==> config.mk <==
export PLATFORM = sky130hd
export DESIGN_NAME = conv2_layer_ctrl_flat
export DESIGN_NICKNAME = d
export VERILOG_FILES = /design/src/rtl/conv2_layer_ctrl_pkg.sv /design/src/rtl/conv2_layer_ctrl_if.sv /design/src/rtl/conv2_layer_ctrl_tap_counter.sv /design/src/rtl/conv2_layer_ctrl.sv /design/src/flat_wrapper.sv
export SDC_FILE = /design/constraint.sdc
export NUM_CORES = 1
export LEC_CHECK = 0
export CORE_MARGIN = 2
export CORE_UTILIZATION = 60
export CTS_CLUSTER_SIZE = 10
export DETAILED_ROUTE_END_ITERATION = 10
export HOLD_SLACK_MARGIN = 0.1
export MAX_ROUTING_LAYER = met4
export PLACE_DENSITY = 0.94
export SLEW_MARGIN = 10
export SYNTH_ARGS = -nofsm -noshare
export SYNTH_HDL_FRONTEND = slang
export SYNTH_HIERARCHICAL = 1
export SYNTH_SLANG_ARGS = --single-unit
==> constraint.sdc <==
create_clock -name clk -period 7.85 [get_ports clk]
set_input_delay 1.1775 -clock clk [delete_from_list [all_inputs] [get_ports clk]]
set_output_delay 1.1775 -clock clk [all_outputs]
set_load 0.02 [all_outputs]
==> src/rtl/conv2_layer_ctrl_pkg.sv <==
// Shared definitions for the conv2 layer sequencer.
// Holds the default layer geometry, the FSM state encoding and a width helper
// that keeps every counter/address field at least one bit wide.
package conv2_layer_ctrl_pkg;

  localparam int IN_DIM_D   = 12;
  localparam int K_D        = 5;
  localparam int OUT_DIM_D  = 8;
  localparam int NUM_MAPS_D = 3;
  localparam int RD_LAT_D   = 1;

  // Bits needed to hold values 0..n-1, never less than 1.
  function automatic int cw(input int n);
    return (n > 1) ? $clog2(n) : 1;
  endfunction

  typedef logic [1:0] state_t;

  localparam state_t ST_IDLE  = 2'd0;
  localparam state_t ST_ISSUE = 2'd1;
  localparam state_t ST_DRAIN = 2'd2;
  localparam state_t ST_FIN   = 2'd3;

endpackage

==> src/rtl/conv2_layer_ctrl_if.sv <==
// Bus between the conv2 sequencer, the layer scheduler and the conv2
// memories/MAC datapath.
//   start            scheduler -> sequencer, one-cycle run request
//   busy, done       sequencer -> scheduler
//   in_addr, w_addr  fmap / weight read addresses
//   mac_clr, mac_en  MAC load-first-product / accumulate strobes
//   out_we, out_addr, out_map  output-memory write port
// master = sequencer side, slave = scheduler/datapath side.
interface conv2_layer_ctrl_if
  import conv2_layer_ctrl_pkg::*;
#(
  parameter int IN_DIM   = IN_DIM_D,
  parameter int K        = K_D,
  parameter int OUT_DIM  = OUT_DIM_D,
  parameter int NUM_MAPS = NUM_MAPS_D
);

  localparam int AW_IN  = cw(IN_DIM * IN_DIM);
  localparam int AW_W   = cw(NUM_MAPS * K * K);
  localparam int AW_OUT = cw(OUT_DIM * OUT_DIM);
  localparam int AW_MAP = cw(NUM_MAPS);

  logic              start;
  logic              busy;
  logic              done;
  logic [AW_IN-1:0]  in_addr;
  logic [AW_W-1:0]   w_addr;
  logic              mac_clr;
  logic              mac_en;
  logic              out_we;
  logic [AW_OUT-1:0] out_addr;
  logic [AW_MAP-1:0] out_map;

  modport master (
    input  start,
    output busy, done, in_addr, w_addr, mac_clr, mac_en, out_we, out_addr, out_map
  );

  modport slave (
    output start,
    input  busy, done, in_addr, w_addr, mac_clr, mac_en, out_we, out_addr, out_map
  );

endinterface

==> src/rtl/conv2_layer_ctrl_tap_counter.sv <==
// Nested tap/pixel/map counter for the conv2 sequencer.
// Order, fastest first: kx, ky (kernel tap), ox, oy (output pixel), m (map).
// Each level wraps to 0 at its maximum and advances the next level only when
// every faster level wraps in the same cycle.
//   clr         hold all counters at 0
//   en          advance by one tap
//   pix_last    current tap is the last tap of its pixel
//   layer_last  current tap is the very last tap of the layer
module conv_tap_counter
  import conv2_layer_ctrl_pkg::*;
#(
  parameter int K        = K_D,
  parameter int OUT_DIM  = OUT_DIM_D,
  parameter int NUM_MAPS = NUM_MAPS_D,
  localparam int KW = cw(K),
  localparam int PW = cw(OUT_DIM),
  localparam int MW = cw(NUM_MAPS)
) (
  input  logic          clk,
  input  logic          reset,
  input  logic          clr,
  input  logic          en,
  output logic [KW-1:0] kx,
  output logic [KW-1:0] ky,
  output logic [PW-1:0] ox,
  output logic [PW-1:0] oy,
  output logic [MW-1:0] m,
  output logic          pix_last,
  output logic          layer_last
);

  logic kx_max, ky_max, ox_max, oy_max, m_max;
  logic wrap_kx, wrap_ky, wrap_ox, wrap_oy;

  assign kx_max = (kx == KW'(K - 1));
  assign ky_max = (ky == KW'(K - 1));
  assign ox_max = (ox == PW'(OUT_DIM - 1));
  assign oy_max = (oy == PW'(OUT_DIM - 1));
  assign m_max  = (m == MW'(NUM_MAPS - 1));

  // Cumulative wrap: a level carries only when all faster levels wrap too.
  assign wrap_kx = kx_max;
  assign wrap_ky = wrap_kx && ky_max;
  assign wrap_ox = wrap_ky && ox_max;
  assign wrap_oy = wrap_ox && oy_max;

  assign pix_last   = wrap_ky;
  assign layer_last = wrap_oy && m_max;

  always_ff @(posedge clk or posedge reset) begin
    if (reset) begin
      kx <= '0;
      ky <= '0;
      ox <= '0;
      oy <= '0;
      m  <= '0;
    end else if (clr) begin
      kx <= '0;
      ky <= '0;
      ox <= '0;
      oy <= '0;
      m  <= '0;
    end else if (en) begin
      kx <= kx_max ? '0 : kx + KW'(1);
      if (wrap_kx) ky <= ky_max ? '0 : ky + KW'(1);
      if (wrap_ky) ox <= ox_max ? '0 : ox + PW'(1);
      if (wrap_ox) oy <= oy_max ? '0 : oy + PW'(1);
      if (wrap_oy) m  <= m_max  ? '0 : m + MW'(1);
    end
  end

endmodule

==> src/rtl/conv2_layer_ctrl.sv <==
// Convolution-2 layer sequencer.
// On start it walks NUM_MAPS maps x OUT_DIM^2 pixels x K^2 taps, one tap per
// cycle, driving fmap/weight read addresses. Issue-side strobes travel down an
// RD_LAT-deep delay line so mac_en/mac_clr line up with the read data; the
// output write is one stage later because the MAC result is registered.
// Ports: clk, reset (async, active-high), bus (conv2_layer_ctrl_if.master).
module conv2_layer_ctrl
  import conv2_layer_ctrl_pkg::*;
#(
  parameter int IN_DIM   = IN_DIM_D,
  parameter int K        = K_D,
  parameter int OUT_DIM  = OUT_DIM_D,
  parameter int NUM_MAPS = NUM_MAPS_D,
  parameter int RD_LAT   = RD_LAT_D
) (
  input  logic               clk,
  input  logic               reset,
  conv2_layer_ctrl_if.master bus
);

  localparam int AW_IN  = cw(IN_DIM * IN_DIM);
  localparam int AW_W   = cw(NUM_MAPS * K * K);
  localparam int AW_OUT = cw(OUT_DIM * OUT_DIM);
  localparam int AW_MAP = cw(NUM_MAPS);
  localparam int KW     = cw(K);
  localparam int PW     = cw(OUT_DIM);
  localparam int MW     = cw(NUM_MAPS);
  localparam int DW     = cw(RD_LAT + 1);

  state_t          state;
  logic [DW-1:0]   drain_cnt;

  logic [KW-1:0]   kx, ky;
  logic [PW-1:0]   ox, oy;
  logic [MW-1:0]   m;
  logic            pix_last, layer_last;

  logic              issue_p0;
  logic              clr_p0;
  logic              last_p0;
  logic [AW_IN-1:0]  in_addr_p0;
  logic [AW_W-1:0]   w_addr_p0;
  logic [AW_OUT-1:0] oaddr_p0;
  logic [AW_MAP-1:0] omap_p0;

  logic              vld_p1   [RD_LAT];
  logic              clr_p1   [RD_LAT];
  logic              last_p1  [RD_LAT];
  logic [AW_OUT-1:0] oaddr_p1 [RD_LAT];
  logic [AW_MAP-1:0] omap_p1  [RD_LAT];

  logic              we_p2;
  logic [AW_OUT-1:0] oaddr_p2;
  logic [AW_MAP-1:0] omap_p2;

  // Counters sit at zero whenever idle, so every run starts from tap 0 and a
  // start seen outside IDLE cannot touch them.
  conv_tap_counter #(
    .K        (K),
    .OUT_DIM  (OUT_DIM),
    .NUM_MAPS (NUM_MAPS)
  ) u_cnt (
    .clk        (clk),
    .reset      (reset),
    .clr        (state == ST_IDLE),
    .en         (state == ST_ISSUE),
    .kx         (kx),
    .ky         (ky),
    .ox         (ox),
    .oy         (oy),
    .m          (m),
    .pix_last   (pix_last),
    .layer_last (layer_last)
  );

  always_ff @(posedge clk or posedge reset) begin
    if (reset) begin
      state     <= ST_IDLE;
      drain_cnt <= '0;
    end else begin
      case (state)
        ST_IDLE: begin
          if (bus.start) state <= ST_ISSUE;
        end
        ST_ISSUE: begin
          if (layer_last) begin
            state     <= ST_DRAIN;
            drain_cnt <= '0;
          end
        end
        ST_DRAIN: begin
          // RD_LAT+1 cycles: read latency plus the registered MAC result.
          if (drain_cnt == DW'(RD_LAT)) state <= ST_FIN;
          else drain_cnt <= drain_cnt + DW'(1);
        end
        ST_FIN: begin
          state <= ST_IDLE;
        end
        default: state <= ST_IDLE;
      endcase
    end
  end

  // Stage p0: tap issue, addresses straight from the counters.
  always_comb begin
    issue_p0   = (state == ST_ISSUE);
    in_addr_p0 = '0;
    w_addr_p0  = '0;
    if (issue_p0) begin
      in_addr_p0 = (AW_IN'(oy) + AW_IN'(ky)) * AW_IN'(IN_DIM) + AW_IN'(ox) + AW_IN'(kx);
      w_addr_p0  = AW_W'(m) * AW_W'(K * K) + AW_W'(ky) * AW_W'(K) + AW_W'(kx);
    end
    clr_p0   = issue_p0 && (kx == '0) && (ky == '0);
    last_p0  = issue_p0 && pix_last;
    oaddr_p0 = AW_OUT'(oy) * AW_OUT'(OUT_DIM) + AW_OUT'(ox);
    omap_p0  = AW_MAP'(m);
  end

  // Stage p1: RD_LAT-deep delay line, last entry aligns with read data.
  always_ff @(posedge clk or posedge reset) begin
    if (reset) begin
      for (int i = 0; i < RD_LAT; i++) begin
        vld_p1[i]   <= 1'b0;
        clr_p1[i]   <= 1'b0;
        last_p1[i]  <= 1'b0;
        oaddr_p1[i] <= '0;
        omap_p1[i]  <= '0;
      end
    end else begin
      vld_p1[0]   <= issue_p0;
      clr_p1[0]   <= clr_p0;
      last_p1[0]  <= last_p0;
      oaddr_p1[0] <= oaddr_p0;
      omap_p1[0]  <= omap_p0;
      for (int i = 1; i < RD_LAT; i++) begin
        vld_p1[i]   <= vld_p1[i-1];
        clr_p1[i]   <= clr_p1[i-1];
        last_p1[i]  <= last_p1[i-1];
        oaddr_p1[i] <= oaddr_p1[i-1];
        omap_p1[i]  <= omap_p1[i-1];
      end
    end
  end

  // Stage p2: write-back, one cycle after the MAC absorbs the last tap.
  always_ff @(posedge clk or posedge reset) begin
    if (reset) begin
      we_p2    <= 1'b0;
      oaddr_p2 <= '0;
      omap_p2  <= '0;
    end else begin
      we_p2    <= vld_p1[RD_LAT-1] && last_p1[RD_LAT-1];
      oaddr_p2 <= oaddr_p1[RD_LAT-1];
      omap_p2  <= omap_p1[RD_LAT-1];
    end
  end

  assign bus.busy     = (state == ST_ISSUE) || (state == ST_DRAIN);
  assign bus.done     = (state == ST_FIN);
  assign bus.in_addr  = in_addr_p0;
  assign bus.w_addr   = w_addr_p0;
  assign bus.mac_en   = vld_p1[RD_LAT-1];
  assign bus.mac_clr  = vld_p1[RD_LAT-1] && clr_p1[RD_LAT-1];
  assign bus.out_we   = we_p2;
  assign bus.out_addr = oaddr_p2;
  assign bus.out_map  = omap_p2;

endmodule

==> src/flat_wrapper.sv <==
// flat-port wrapper written by rule: the top's interface ports become plain ports
module conv2_layer_ctrl_flat import conv2_layer_ctrl_pkg::*;
#(
  parameter int IN_DIM   = IN_DIM_D,
  parameter int K        = K_D,
  parameter int OUT_DIM  = OUT_DIM_D,
  parameter int NUM_MAPS = NUM_MAPS_D,
  parameter int RD_LAT   = RD_LAT_D
)
  (clk, reset, bus_start, bus_busy, bus_done, bus_in_addr, bus_w_addr, bus_mac_clr, bus_mac_en, bus_out_we, bus_out_addr, bus_out_map);
  conv2_layer_ctrl_if #(.IN_DIM(IN_DIM), .K(K), .OUT_DIM(OUT_DIM), .NUM_MAPS(NUM_MAPS)) bus_i ();
  input  logic clk;
  input  logic reset;
  input wire logic [$bits(bus_i.start)-1:0] bus_start;
  output wire logic [$bits(bus_i.busy)-1:0] bus_busy;
  output wire logic [$bits(bus_i.done)-1:0] bus_done;
  output wire logic [$bits(bus_i.in_addr)-1:0] bus_in_addr;
  output wire logic [$bits(bus_i.w_addr)-1:0] bus_w_addr;
  output wire logic [$bits(bus_i.mac_clr)-1:0] bus_mac_clr;
  output wire logic [$bits(bus_i.mac_en)-1:0] bus_mac_en;
  output wire logic [$bits(bus_i.out_we)-1:0] bus_out_we;
  output wire logic [$bits(bus_i.out_addr)-1:0] bus_out_addr;
  output wire logic [$bits(bus_i.out_map)-1:0] bus_out_map;
  assign bus_i.start = bus_start;
  assign bus_busy = bus_i.busy;
  assign bus_done = bus_i.done;
  assign bus_in_addr = bus_i.in_addr;
  assign bus_w_addr = bus_i.w_addr;
  assign bus_mac_clr = bus_i.mac_clr;
  assign bus_mac_en = bus_i.mac_en;
  assign bus_out_we = bus_i.out_we;
  assign bus_out_addr = bus_i.out_addr;
  assign bus_out_map = bus_i.out_map;
  conv2_layer_ctrl #(.IN_DIM(IN_DIM), .K(K), .OUT_DIM(OUT_DIM), .NUM_MAPS(NUM_MAPS), .RD_LAT(RD_LAT)) u_core (.clk(clk), .reset(reset), .bus(bus_i));
endmodule
Word level (Yosys, flattened, before mapping)
Index checks and enable logic that the tools add are counted.

operators by class
  $add $sub $neg = 12
  multipliers = 3
  equal/unequal tests = 11
  muxes and demuxes = 28
  reductions and logical operators = 25

operators by type and width
  operator                                                count
  two-way mux 3 bit                                       15
  adder 8 x 3 -> 8 bit                                    2
  two-way mux 2 bit                                       7
  adder 3 x 1 -> 3 bit (second input constant)            4
  == test 3 bit (second input constant)                   4
  nonzero test 2 bit                                      6
  AND reduction 2 bit                                     5
  logical AND 1 bit                                       9
  multiplier 8 x 2 -> 6 bit (second input constant)       1
  two-way mux 8 bit                                       1
  case mux 2 bit (4 select lines)                         1
  adder 7 x 3 -> 7 bit                                    1
  adder 7 x 6 -> 7 bit                                    1
  multiplier 2 x 5 -> 7 bit (second input constant)       1
  two-way mux 7 bit                                       1
  adder 6 x 3 -> 6 bit                                    1
  == test 2 bit (second input constant)                   3
  zero test 3 bit                                         2
  multiplier 3 x 3 -> 6 bit (second input constant)       1
  adder 3 x 3 -> 4 bit                                    1
  inequality test 2 x 1 -> 1 bit (second input constant)  2
  AND reduction 3 bit                                     1
  adder 2 x 1 -> 2 bit (second input constant)            1
  == test 2 x 1 -> 1 bit (second input constant)          1
  6 further kinds                                         7

word-level totals
  flip-flop bits (word level) = 37
  input bits = 3
  output and inout bits = 28
  word-level logic and storage cells = 94

Longest topological paths before layout
  word-level depth = 7
  mapped depth = 11
  depth with buffers taken out = 11

Hierarchy
The synthesis kept the hierarchy.

modules (own cells, without submodules)
  module            instances  cells an instance  area each (um^2)  sequential area each (um^2)
  conv2_layer_ctrl  1          150                1652.8            575.6
  conv_tap_counter  1          80                 768.2             350.3

Worst setup path before layout
Ideal clock, no wire load.

  kind = register -> output
  start point = reg u_core.u_cnt.ky[0]
  end point = out bus_w_addr[6]
  arrival time = 2901 ps
  data required time = 6673 ps
  path slack = 3772 ps
  cell stages (with the launch flop) = 12
  buffers on the path = 0
  cell sequence = dfrtp_1 ha_1 ha_1 inv_1 fa_1 inv_1 ha_1 fa_1 a21o_1 a21oi_1 xor2_1 and2_1

on the way
  longest elaborated chain between the ends = 4

ends and longest elaborated chain
  item                       RTL line                            RTL
  start, declared            conv2_layer_ctrl_tap_counter.sv:24  output logic [KW-1:0] ky,
  start signal, assigned     conv2_layer_ctrl_tap_counter.sv:65  if (wrap_kx) ky <= ky_max ? '0 : ky + KW'(1);
  multiplier 3 x 3 -> 6 bit  conv2_layer_ctrl.sv:111             w_addr_p0 = AW_W'(m) * AW_W'(K * K) + AW_W'(ky) * AW_W'(K) + AW_W'(kx);
  adder 7 x 6 -> 7 bit       conv2_layer_ctrl.sv:111
  adder 7 x 3 -> 7 bit       conv2_layer_ctrl.sv:111
  two-way mux 7 bit          conv2_layer_ctrl.sv:109             if (issue_p0) begin
  end, declared              flat_wrapper.sv:18                  output wire logic [$bits(bus_i.w_addr)-1:0] bus_w_addr;

Every way passes these cells.

Worst setup path in the final report
Ends and elaborated chain as after synthesis.

==> impl_metrics.py <==
metrics = {
    "run_status": {
        "status": "complete, no violations",
    },
    "yosys": {
        "synth.most_common_cell": "ha_1",
        "synthTopCellsByArea": "dfrtp_1, ha_1, fa_1",
        "ys_dominant_reg_cell": "dfrtp_1",
        "ys_seq_area_frac": 0.3824,
        "synth.top_cell.area_share": 0.3824,
        "yosysUniqueCellTypes": 32,
        "yosys_warnings": 6,
        "synth_cells": 230,
        "synth_edf_count": 0,
        "synth_commonest_cells": "ha_1, dfrtp_1, inv_1",
        "ys_ff_latch": 37,
        "mappedNetlistArea_mm2": 0.002421,
        "synth_nets": 281,
        "synth-async-reset-ratio": 1.000,
        "avgSynthCellArea_um2": 10.53,
        "yosys.area.top_type": "dfrtp_1",
    },
    "critical_path": {
        "r2r_cells": 7,
        "crit_type": "register to primary output",
        "cpMostUsedCell": "ha_1",
        "timing.rr.end": "u_core/state[0]",
        "cp.required_ns": 6.67,
        "path_delay_family": "adder cells",
        "crit_chain": "ha_1 -> ha_1 -> inv_1 -> fa_1 -> inv_1 -> ha_1 -> fa_1 -> a21o_1 -> a21oi_1 -> xor2_1 -> and2_1 -> clkdlybuf4s50_1",
        "max_stage_delay_ns": 0.59,
        "timing.rr.start": "u_core/u_cnt/kx[0]",
        "cp_slowest_cell": "clkdlybuf4s50_1",
        "path_max_fanout": 9,
        "regToRegSetupSlack_ns": 5.47,
        "critPathBufInv": 3,
        "cp-end-kind": "primary output",
        "start_kind": "register",
        "arrival_ns": 3.81,
    },
    "pwr": {
        "p_int_uw": 375.0,
        "ir_worst_vdd_mv": 0.2704,
        "leakage_uw": 0.001513,
        "power_frac_seq": 0.397,
        "total_power_uw": 567.3,
        "switchingPower_uw": 192.3,
        "powerDensity_mw_per_mm2": 197.4,
        "p_clk_frac": 0.268,
        "swShare": 0.3390,
        "p_comb_frac": 0.335,
    },
    "finish": {
        "antenna_cells": 0,
        "fin_cells": 313,
        "design_area_mm2": 0.002874,
        "area_delta_synth_final_pct": 18.71,
        "drive_gt1_frac": 0.04943,
        "finalNetCount": 314,
    },
    "timing": {
        "maxSlewHeadroom": 0.4539,
        "final_hold_viol_count": 0,
        "maxSlewViolCount": 0,
        "period_needed_ns": 4.986,
        "worst_pin_slew_ns": 0.8182,
        "fin_skew_ns": 0.003441,
        "rsz0062_at_grt": "false",
        "tns_ns": 0,
        "fin_crit_sh": 0.6352,
        "report.final.setup_viol": 0,
        "hold_ws_ns": 0.3476,
        "fmax_mhz": 200.5,
    },
    "placed_design": {
        "portBuffers": 30,
        "dp_cells": 306,
        "gp_congestion": 0.8567,
        "place_hpwl_um": 3205,
        "placed_area_mm2": 0.002770,
    },
    "floorplan": {
        "core.rowCount": 23,
        "coreArea_mm2": 0.003943,
        "io_pins": 31,
        "die_area_mm2": 0.004559,
        "die_w_um": 67.52,
        "start_util": 0.6141,
        "chipHeight_um": 67.52,
    },
    "clock_network": {
        "cts.sinks": 37,
        "cts_tree": "done",
        "clockBufferDepth": 2,
        "postCtsSetupBuffers": 0,
        "cts_buffers": 5,
        "hold_buffers": 0,
        "clockRootBuffer": "clkbuf_8",
        "clk_pin_slew_ns": 0.07,
        "post_cts_resize_count": 0,
        "cts-htree-levels": 2,
        "clock_latency_ns": 0.28,
    },
    "grt": {
        "grt_pass1_wl_um": 6900,
        "antenna_found_initial": 0,
        "grt_pass1_vias": 1574,
        "overflow": 0,
        "grt_max_degree": 36,
        "grt_usage": 0.2075,
    },
    "run": {
        "maxCapViolations": 0,
    },
    "detailed_routing": {
        "postRouteAntennaNets": 0,
        "routed_via_density": 5.450,
        "via_count": 1706,
        "routedWlPerCell_um": 13.56,
        "first_iter_violations": 95,
        "dr.pass1.iters": 4,
        "drc": 0,
        "finalWirelength_um": 4244,
    },
    "hold_path": {
        "hold-path-endpoint": "u_core/bus.out_map[1]",
        "holdPathStages": 0,
        "worstHoldPathType": "register to register",
        "hold_start": "u_core/omap_p1[1]",
    },
}
## placed cells by master (no fill, tap or decap), drive strengths merged, types with 2 or more instances in the layout
cell type and instances:
ha 40, nor2 6, nand4 4, a21oi 19, a21o 5, clkbuf 5
nand3 3, o21ai 10, or4 5, clkdlybuf4s50 30, and2 15, xor2 7
xnor2 6, nand2 6, nor2b 3, dfrtp 37, mux2i 5, nand4b 2
fa 8, inv 35
## worst register-to-register path: stages, from the launching register on
cell      delay [ns]
dfrtp_1         0.47
inv_1           0.10
ha_1            0.23
nand4_1         0.49
nor2_1          0.35
nor2b_1         0.10
a221oi_1        0.36
o32a_1          0.23
## sequential cells by signal (all words and copies together) (netlist names)
| signal | flops |
|---|---|
| u_core/u_cnt/kx | 3 |
| u_core/u_cnt/ox | 3 |
| u_core/u_cnt/m | 2 |
| u_core/bus.out_map | 2 |
| u_core/bus.out_addr | 6 |
| u_core/omap_p1 | 2 |
| u_core/drain_cnt | 1 |
| u_core/bus.out_we | 1 |
| u_core/u_cnt/oy | 3 |
| u_core/u_cnt/ky | 3 |
| u_core/state | 2 |
| u_core/oaddr_p1 | 6 |
| u_core/last_p1 | 1 |
| u_core/bus.mac_en | 1 |
| u_core/clr_p1 | 1 |
## how the worst max path moves through the flow
stage / from / to / depth (start not counted)
floorplan: u_core/u_cnt/ky[0] / bus_w_addr[6] / 11
global placement: u_core/u_cnt/ky[2] / bus_w_addr[6] / 12
detailed placement: u_core/u_cnt/ky[2] / bus_w_addr[6] / 12
CTS: u_core/u_cnt/ky[0] / bus_w_addr[6] / 12
global route: u_core/u_cnt/ky[2] / bus_w_addr[6] / 12
finish: u_core/u_cnt/ky[0] / bus_w_addr[6] / 12
## logic make-up (layout without fill, tap and decap cells)
group	Yosys count	in the layout	share of synthesized area
AOI/OAI and AO/OA	38	38	0.09303
xor gates and xnor gates	13	13	0.04703
adders and majority gates	48	48	0.2729
buffers and inverters	40	73	0.06305
DFF	37	37	0.3824
muxes	5	5	0.02067
and+or+nand+nor	49	49	0.1209
## area by class of cell
cell class | instances | area, um2
multi-input combinational | 153 | 1343
fill | 269 | 1069
sequential | 37 | 925.9
timing repair buffer | 31 | 307.8
inverter | 35 | 131.4
clock buffer | 5 | 68.82
tap | 50 | 62.56
clock inverter | 2 | 35.03
## metrics by stage
step             util  setup WS (ns)
6_report       0.7290          2.864
5_1_grt        0.7290          2.664
4_1_cts        0.7290          2.846
3_5_place_dp   0.7026          3.147
3_3_place_gp   0.7026          3.203
2_1_floorplan       -          3.772
## power by group through the flow
| stage | Combinational, uW | Clock [uW] | Sequential, uW |
|---|---|---|---|
| final | 190 | 152 | 225 |
| after global routing | 212 | 164 | 228 |
| after CTS | 193 | 154 | 225 |
| after detailed placement | 191 | 0 | 228 |
| after global placement | 184 | 0 | 227 |
| after floorplan | 133 | 0 | 226 |
## routing by layer
layer,global-route usage,vias up,wire (um)
met4,0.06633,0,25
met5,-,-,0
li1,-,840,-
met2,0.3480,40,2218
met3,0.03667,2,147
met1,0.2543,824,1852
No activity file was read; power rests on OpenSTA's default activity.
